$ cat src/rtl/decoder_3to8.sv
// 3-to-8 one-hot decoder: D combinational (0 cycles), D_q registered (1 cycle), no backpressure.
// Optional sticky code coverage (seen/all_seen) compiled in with DECODER3TO8_COVERAGE_EN.
module decoder_3to8 #(
    parameter int unsigned OUT_ACTIVE_LOW = 0
) (
    input  logic       clk,
    input  logic       rst_n,
    input  logic [2:0] A,
    output logic [7:0] D,
    output logic [7:0] D_q,
    output logic [7:0] seen,
    output logic       all_seen
);

    localparam logic [7:0] ONE_HOT_BASE = 8'h01;
    localparam logic [7:0] IDLE_LEVEL   = (OUT_ACTIVE_LOW != 0) ? 8'hFF : 8'h00;

    logic [7:0] dec_hi;

    // A shift keeps an unknown select visible as X instead of silently decoding to zero.
    assign dec_hi = ONE_HOT_BASE << A;
    assign D      = (OUT_ACTIVE_LOW != 0) ? ~dec_hi : dec_hi;

    always_ff @(posedge clk) begin
        if (!rst_n) begin
            D_q <= IDLE_LEVEL;
        end else begin
            D_q <= D;
        end
    end

`ifdef DECODER3TO8_COVERAGE_EN
    logic [7:0] seen_q;

    always_ff @(posedge clk) begin
        if (!rst_n) begin
            seen_q <= 8'h00;
        end else begin
            seen_q <= seen_q | dec_hi;
        end
    end

    assign seen = seen_q;
`else
    assign seen = 8'h00;
`endif

    assign all_seen = &seen;

endmodule

$ cat config.mk
export PLATFORM = sky130hd
export DESIGN_NAME = decoder_3to8
export DESIGN_NICKNAME = d
export VERILOG_FILES = /design/src/rtl/decoder_3to8.sv
export SDC_FILE = /design/constraint.sdc
export NUM_CORES = 1
export LEC_CHECK = 0
export ABC_AREA = 1
export ABC_CLOCK_PERIOD_IN_PS = 800
export CORE_AREA = 10 10 47 49
export CTS_BUF_LIST = sky130_fd_sc_hd__clkbuf_4
export DETAILED_ROUTE_END_ITERATION = 7
export DIE_AREA = 0 0 57 59
export PLACE_DENSITY_LB_ADDON = 0.1
export REMOVE_ABC_BUFFERS = 1
export SLEW_MARGIN = 25
export SYNTH_ARGS = -nofsm -noshare
export SYNTH_HDL_FRONTEND = slang
export SYNTH_SLANG_ARGS = --single-unit
$ cat constraint.sdc
create_clock -name clk -period 0.8 [get_ports clk]
set_input_delay 0.16 -clock clk [delete_from_list [all_inputs] [get_ports clk]]
set_output_delay 0.16 -clock clk [all_outputs]
set_load 0.02 [all_outputs]
### Yosys cells after proc, flatten, opt, wreduce, memory -nomap -nowiden

Index checks and enable logic that the tools add are counted.

* bits in writable memories: 0
* bits in read-only memories: 0
* flip-flop bits (word level): 8
* bits in latches: 0
* memories: 0
* input bits: 5
* output and inout bits: 25

* multipliers: 0
* bitwise logic cells: 0
* $lt $le $gt $ge: 0
* equality and inequality tests: 0
* add/sub/neg operators: 0
* reductions and logical operators: 0
* divide/modulo/power cells: 0
* mux-type cells: 0
* shift operators: 1

Operators by type and width (count)
* << shifter 1 x 3 -> 8 bit (first input constant): 1

### Longest topological paths before layout

* depth after elaboration: 1
* mapped depth: 3
* gate-level depth less buffers: 3

### Least setup slack after synthesis

Ideal clock, no wire load.

* path type: input port to output port
* start: input A[1]
* end: output D[3]
* path slack: 0.134 ns
* data arrival time: 0.506 ns
* required time: 0.640 ns
* cell stages on the path: 2
* cells stage by stage: nand2_2 nor2_1

* longest elaborated chain between the ends: 1

RTL lines
* from (decl): RTL line 8 `input logic [2:0] A,`
* << shifter 1 x 3 -> 8 bit: RTL line 21 `assign dec_hi = ONE_HOT_BASE << A;`
* to (decl): RTL line 9 `output logic [7:0] D,`

No other way between the ends.

### Final worst setup path

* start: register D_q[5]
* end: output D_q[5]

RTL lines
* from (decl): RTL line 10 `output logic [7:0] D_q,`
* from (signal assigned): RTL line 26 `D_q <= IDLE_LEVEL;`
* from (signal assigned): RTL line 28 `D_q <= D;`

No word-level cell between the ends.

==> summary.txt <==
Synthesis
  • Largest area contributor in the netlist: dfxtp_1
  • Ys async rst share: 0%
  • Share of the synthesized area in the top cell type: 45.6%
  • Post-synthesis sequential area ratio: 45.6%
  • Syn_area_per_cell: 7.64 µm²
  • Yosys cell types: 11
  • Post-synth design cell area: 352 µm²
  • Post-synth EDFFs: 0
  • Most used DFF post-synth: dfxtp_1
  • Synth top area cells: dfxtp_1 (46%), buf_4 (19%), inv_1 (9.6%)
  • Top post-synthesis cells by count: buf_4 (9), inv_1 (9), nor2_1 (9)
  • FF+latch count, synth: 8
  • Mapped Cells: 46
  • Yosys warning total: 0

Place
  • Place WS: -0.946 ns
  • Post-DP HPWL: 771 µm
  • Port Buffers: 20
  • Gpl congestion: 0.679

Die
  • Core area: 0.00140 mm²
  • Die Span X: 57 µm
  • Die area: 0.00336 mm²
  • Rows: 14
  • Ports: 30
  • Die height: 59 µm
  • Initial Utilization: 25.1%

Critical path
  • Max stage delay on crit path: 0.31 ns
  • Buf/Inv on CP: 1
  • CP startpoint kind: flop
  • CP top delay family: flip-flops
  • CP required: 0.64 ns
  • Maximum fanout along the worst path: 1
  • Worst path slowest cell: dfxtp_2
  • Worst EP arrival: 0.68 ns
  • Crit-path cells: buf_6
  • CP Class: reg -> out
  • Worst Setup End Kind: output port

STA
  • Crit path time final: 0.836 ns
  • Final Hold Viols: 0
  • Final Max Tran Viols: 0
  • Period utilisation layout: 104%
  • Max Clock Freq: 1200 MHz
  • Hold slack final: 0.117 ns
  • Unrepaired setup endpoints after global routing: true
  • Setup WS post-layout: -0.0358 ns
  • Final setup fails: 8

Routing
  • Drt initial violations: 3
  • Final ANT Viol Nets: 0
  • DRC: 0
  • Vias per cell: 3.72
  • Detailed Route WL: 982 µm
  • Post-DR wirelength/cell: 10.4 µm
  • DRT Pass-1 Iters: 3
  • Vias: 350

Clock tree
  • CTS Sinks: 8
  • TritonCTS buffer count: 3
  • H-tree depth: 1
  • Reg clk slew, reported paths: 0.05 ns
  • TritonCTS clock tree: built
  • CTS Buffer Depth: 2
  • Post-CTS Hold Fix Bufs: 0
  • Clock root cell: clkbuf_4

GRT
  • Vias in the first global route: 390
  • First-pass GRT wire length: 1600 µm
  • Initial antenna violation count: 0
  • Largest net degree at the start of global routing: 9
  • Total gr overflow: 0
  • Total track usage: 6.08%

Finish
  • Area grow syn2layout: 102%
  • Final nets: 85
  • Antenna diode count: 0
  • Number of flip-flops in the largest register: 8
  • Fraction of layout cells with a size suffix above 1: 73.1%
  • Biggest register: D_q
  • Top flop regs: D_q x8

Outcome
  • Failing checks: setup timing
  • Status: finished with violations

Pwr
  • Tot Pwr: 968 µW
  • Leak: 0.380 nW
  • PwrDens: 1360 mW/mm²
  • Peak VDD IR: 0.000568 V

Flow run
  • Max-cap violations: 0

Min path
  • Tightest Hold Check Type: in -> reg
[repair_timing]
action | in CTS | in global routing
endpoints found under the setup margin | 24 | 16
pin swaps | 2 | 2
resized for setup | 125 | 13
buffers inserted | 2 | 1
[metrics by stage]
step | setup TNS (ns) | util [%] | std cells | area [µm²]
3_3_place_gp | -12.27 | 41.9 | 88 | 587
2_1_floorplan | 0 | - | 45 | 314
6_report | -0.265 | 50.7 | 94 | 711
3_5_place_dp | -12.31 | 41.9 | 88 | 587
5_1_grt | -0.531 | 50.7 | 94 | 711
4_1_cts | -0.334 | 47.6 | 93 | 667
[cells in the final DEF, fill, tap and decap left out]
| cell | count |
|---|---|
| nand2_2 | 3 |
| nand3_2 | 3 |
| dfxtp_2 | 8 |
| buf_12 | 1 |
| inv_2 | 6 |
| clkdlybuf4s50_1 | 1 |
| nor3_2 | 2 |
| nor2_4 | 1 |
| buf_6 | 15 |
| inv_6 | 1 |
| nand3_4 | 1 |
| clkbuf_4 | 3 |
| inv_1 | 3 |
| nor2_1 | 8 |
| buf_4 | 12 |
| buf_2 | 1 |
| conb_1 | 9 |
[report_power, final]
group	total, mW	leakage (nW)	internal, mW	switching, mW
clock network	0.293	0.0138	0.171	0.122
registers	0.416	0.0687	0.412	0.00441
logic	0.260	0.298	0.111	0.149
total	0.968	0.380	0.693	0.275
[path summary, 6_finish.rpt]
kind,from,endpoint,slack (ns),cells past startpoint
worst min-delay path,A[2],D_q[3],0.12,2
worst max-delay path,D_q[5],D_q[5],-0.04,1
[logic make-up after synthesis]
family        Yosys count  synth area share [%]
simple gates           18                  23.5
other cells             1                  1.07
buf+inv                19                  29.9
flops                   8                  45.6
[area by class of cell]
cell class | count | area, µm²
clock buffer | 3 | 22.5
fill | 153 | 691
inverter | 10 | 42.5
multi-input combinational | 27 | 161
sequential | 8 | 170
tap | 16 | 20.0
timing repair buffer | 30 | 294
[metal layers]
metal  global-route usage [%]  part of all wire (%)  vias up
met4                     5.03                   2.7        0
li1                         -                     -      183
met2                     10.4                    53       16
met5                        0                     0        -
met1                     4.83                    33      149
met3                     3.86                    11        2
Note: power is estimated with default switching activity, not from simulation.
==> variant 1: new RTL, same flow settings <==
Add an input register stage for `A`, with the module's reset; this delays it by one clock.
--- a/src/rtl/decoder_3to8.sv
+++ b/src/rtl/decoder_3to8.sv
@@ -15,10 +15,20 @@
     localparam logic [7:0] ONE_HOT_BASE = 8'h01;
     localparam logic [7:0] IDLE_LEVEL   = (OUT_ACTIVE_LOW != 0) ? 8'hFF : 8'h00;
 
+    logic [2:0] A_q;
+
+    always_ff @(posedge clk) begin
+        if (!rst_n) begin
+            A_q <= '0;
+        end else begin
+            A_q <= A;
+        end
+    end
+
     logic [7:0] dec_hi;
 
     // A shift keeps an unknown select visible as X instead of silently decoding to zero.
-    assign dec_hi = ONE_HOT_BASE << A;
+    assign dec_hi = ONE_HOT_BASE << A_q;
     assign D      = (OUT_ACTIVE_LOW != 0) ? ~dec_hi : dec_hi;
 
     always_ff @(posedge clk) begin
Behaviour: not the same (Yosys sat finds a counterexample within 4 cycles, from zero or initial values and one cycle with rst_n low).
==> variant 1 against the original RTL <==
  * The run still ends with setup timing left
  * Utilization is 6.7 points higher
  * Fmax decreased by 29%
  * Hold slack improved by 270 ps
  * Critical path depth grew 3
  * Cell area up 13%
  * Setup slack got worse by 340 ps
  * Sequential share of layout area is 6.1 points higher
  * Via count up 12%
  * Area after synthesis rose by 23%
  * Clock power rose by 42%
  * Wire length is 17% higher
  * Power up 30%
  * Sequential cell count increased by 3
==> variant 1: results <==
power:
  leakage_nw: 0.417
  ir_worst_vdd_mv: 0.789
placement:
  gp_congestion: 0.680
  place_ws_ps: -599
  dp.cells: 94
  place_hpwl_um: 844
  port_buffers: 20
route:
  drt_first_pass_iters: 5
  routed_wl_um: 1150
  num_vias: 392
  drt_iter0_drc: 4
clock_tree:
  h-tree-depth: 1
  root_buffer: "clkbuf_4"
  cts_setup_buffers: 1
  clk-insertion-delay-late_ps: 270
  max-clock-path-buffers: 2
  cts_buffers: 3
  post_cts_resized: 131
  clk_pin_slew_worst_paths_ps: 80
sta:
  skew_ps: 13.8
  setup_viol: 18
  fin_ws_ps: -378
  finalSetupTns_ps: -3730
synth:
  yosys-top-cells-area: "dfxtp_1 (51%), buf_4 (16%), inv_1 (9.5%), nor2_1 (7.8%), nand3_1 (4.6%)"
  syn_inst: 55
  ys_types: 11
  ys_top_cells_by_count: "dfxtp_1 (11), inv_1 (11), buf_4 (9), nor2_1 (9), nand2_1 (5)"
  yosysSeqAreaShare_pct: 50.7
  ys.flop_type: "dfxtp_1"
  synth_warnings: 0
  ys_async_sr_fraction_pct: 0
worst_setup_path:
  critPathSlowestCell: "dfxtp_4"
  worstPathMaxFanout: 5
  slowest_delay_ps: 380
  critPathArrivalTime_ps: 1020
global_routing:
  grt_use_total_pct: 6.91
  grt_max_degree: 9
  antenna_found_initial: 0
  grt_use_met3_pct: 3.65
  grt_pass1_vias: 410
  grt_pass1_wl_um: 1810
  met2_usage_pct: 12.1
  use_met1_pct: 5.54
min_path:
  hold_class: "in2reg"
layout:
  layout.nets: 90
  antennaDiodeCount: 0
  drive_above_1_share_pct: 70.2
  fin_cells: 100
  nFillCells: 139
  largestRegisters: "D_q (8), A_q (3)"
status:
  failed_checks: "setup timing"
  status: "complete, but fails checks"
[variant 1: cell count changes after synthesis, sizes merged]
cell	change
dfxtp	+3
inv	+3
nand2	+3
[variant 1: worst paths after layout]
path | from | end | slack (ps) | cells past startpoint
worst max-delay path | A_q[1] | D[4] | -380 | 4
worst min-delay path | A[0] | A_q[0] | 390 | 3
worst max register to register | A_q[1] | D_q[4] | -300 | 6
worst min register to register | A_q[2] | D_q[3] | 510 | 1
[variant 1: area by class of cell]
type	instances	share of cell area [%]
clock buffers	4	3.73
multi-input cells	30	23.0
inverters	13	6.38
well taps	16	2.49
flip-flops and latches	11	30.0
repair buffers	26	34.4
[variant 1: logic make-up after synthesis]
kind of cell / after synthesis / share of synthesized area, %
buffers and inverters: 22 / 26.8
flip-flops: 11 / 50.7
other: 1 / 0.864
AND/OR/NAND/NOR: 21 / 21.6
[variant 1: stage by stage]
stage	instance area (µm²)	power, mW
6_report	805	1.26
5_1_grt	805	1.32
3_5_place_dp	647	0.798
2_1_floorplan	397	0.701
3_3_place_gp	647	0.796
4_1_cts	776	1.24
[variant 1: power by group]
group          switching, mW  total (mW)  leakage, nW  internal (mW)
registers             0.0285       0.593       0.0954          0.564
logic                  0.138       0.246        0.303          0.108
clock network          0.189       0.416       0.0184          0.227
total                  0.356        1.26        0.417          0.900
[variant 1: critical path: cells and delay by family (launching register included)]
family | cells | cell delay (ps)
flip-flops | 1 | 380
buffers and inverters | 2 | 150
AND/OR/NAND/NOR | 2 | 200
[variant 1: per-layer routing]
| metal | vias up | wire, µm |
|---|---|---|
| li1 | 198 | - |
| met1 | 176 | 393 |
| met2 | 18 | 674 |
| met3 | 0 | 77 |
| met4 | 0 | 0 |
| met5 | - | 0 |
==> variant 2: new RTL, same flow settings <==
Made on the original files. Put a register stage on the output `D`, cleared by the reset. The value now appears one clock later. The other outputs are not delayed to match. Comments in the files are not updated.
--- a/src/rtl/decoder_3to8.sv
+++ b/src/rtl/decoder_3to8.sv
@@ -15,17 +15,19 @@
     localparam logic [7:0] ONE_HOT_BASE = 8'h01;
     localparam logic [7:0] IDLE_LEVEL   = (OUT_ACTIVE_LOW != 0) ? 8'hFF : 8'h00;
 
+    logic [7:0] D_d;
+
     logic [7:0] dec_hi;
 
     // A shift keeps an unknown select visible as X instead of silently decoding to zero.
     assign dec_hi = ONE_HOT_BASE << A;
-    assign D      = (OUT_ACTIVE_LOW != 0) ? ~dec_hi : dec_hi;
+    assign D_d    = (OUT_ACTIVE_LOW != 0) ? ~dec_hi : dec_hi;
 
     always_ff @(posedge clk) begin
         if (!rst_n) begin
             D_q <= IDLE_LEVEL;
         end else begin
-            D_q <= D;
+            D_q <= D_d;
         end
     end
 
@@ -47,5 +49,13 @@
 
     assign all_seen = &seen;
 
+    always_ff @(posedge clk) begin
+        if (!rst_n) begin
+            D <= '0;
+        end else begin
+            D <= D_d;
+        end
+    end
+
 endmodule
 
Check against the original RTL: not equivalent (a bounded check fails within 4 cycles, from zero or initial values and one cycle with rst_n low).
==> variant 2 against the original RTL <==
  * The flow still finishes with violations (setup timing)
  * Fmax shrank 3.6%
  * Clock power is essentially flat
  * Sequential share of layout area grew 8.1 points
  * Power shrank 10%
  * Wire length shrank 23%
  * Area after synthesis grew 1.1%
  * Sequential cell count is the same
  * Setup slack lost 32 ps
  * Global-route usage shrank 1.2 points
  * Cell area shrank 25%
  * Count of clock-buffer cells in the layout is the same
  * Via count shrank 27%
  * Highest routed layer is now met3
==> variant 2: results <==
status:
  status: "complete, but fails checks"
  failed_checks: "setup timing"
route:
  viasPerCell: 3.49
  dr_wl_met2_um: 297
  drt_iter0_drc: 2
  highest_layer: "met3"
  met1_length_um: 353
  wl_met3_um: 105
  drt_first_pass_iters: 2
  wire_per_inst_um: 10.4
placement:
  place_hpwl_um: 669
  gp_congestion: 0.690
layout:
  num-multi-input-gates: 23
  inverters: 3
  drive_above_1_share_pct: 47.4
  layout.nonclk_buf_share_pct: 41.5
  multiInputGateArea_um2: 86.3
  nFillCells: 148
  clkCellAreaFrac_pct: 4.25
  buffers: 20
  n_sequential_cell: 8
synth:
  yosys-top-cells-area: "dfxtp_1 (45%), buf_4 (36%), nor2_1 (8.5%), nand2_1 (6.3%), inv_1 (3.2%)"
  ys_top_cells_by_count: "buf_4 (17), dfxtp_1 (8), nor2_1 (8)"
  yosysSeqAreaShare_pct: 45.1
  ys_types: 6
sta:
  finalSetupTns_ps: -921
  setup_viol: 16
  fin_ws_ps: -67.3
power:
  powerComb_uw: 158
  pwr-share-seq_pct: 48.4
  combinationalPowerShare_pct: 18.1
  switchingPower_uw: 226
global_routing:
  met2_usage_pct: 6.20
  grt_use_total_pct: 4.91
  use_met1_pct: 4.69
## variant 2: changes by cell type in the layout (fill, tap and decap cells not counted), moves of 2 or more
cell             delta
buf_4              -12
clkdlybuf4s50_1     +3
nand2_1             +6
nand2_2             -3
nand3_2             -3
nor3_2              -2
inv_2               -6
## variant 2: stage by stage
stage / util [%] / worst slack [ps] / hold slack [ps] / std cells
after floorplan: - / 117 / 297 / 34
after global placement: 34.1 / -276 / 794 / 70
after detailed placement: 34.1 / -286 / 792 / 70
after CTS: 37.9 / -80.9 / 515 / 73
after global routing: 37.9 / -108 / 514 / 73
final: 37.9 / -67.3 / 525 / 73
## variant 2: what timing repair did
| item | CTS | global route |
|---|---|---|
| gates resized for setup | 104 | 0 |
| endpoints found under the setup margin | 16 | 16 |
| buffers inserted | 0 | 0 |
## variant 2: worst paths after layout
check,from,to,slack (ps),depth (start not counted)
setup / recovery,D_q[6],D_q[6],-70,1
hold / removal,A[1],D_q[6],520,3
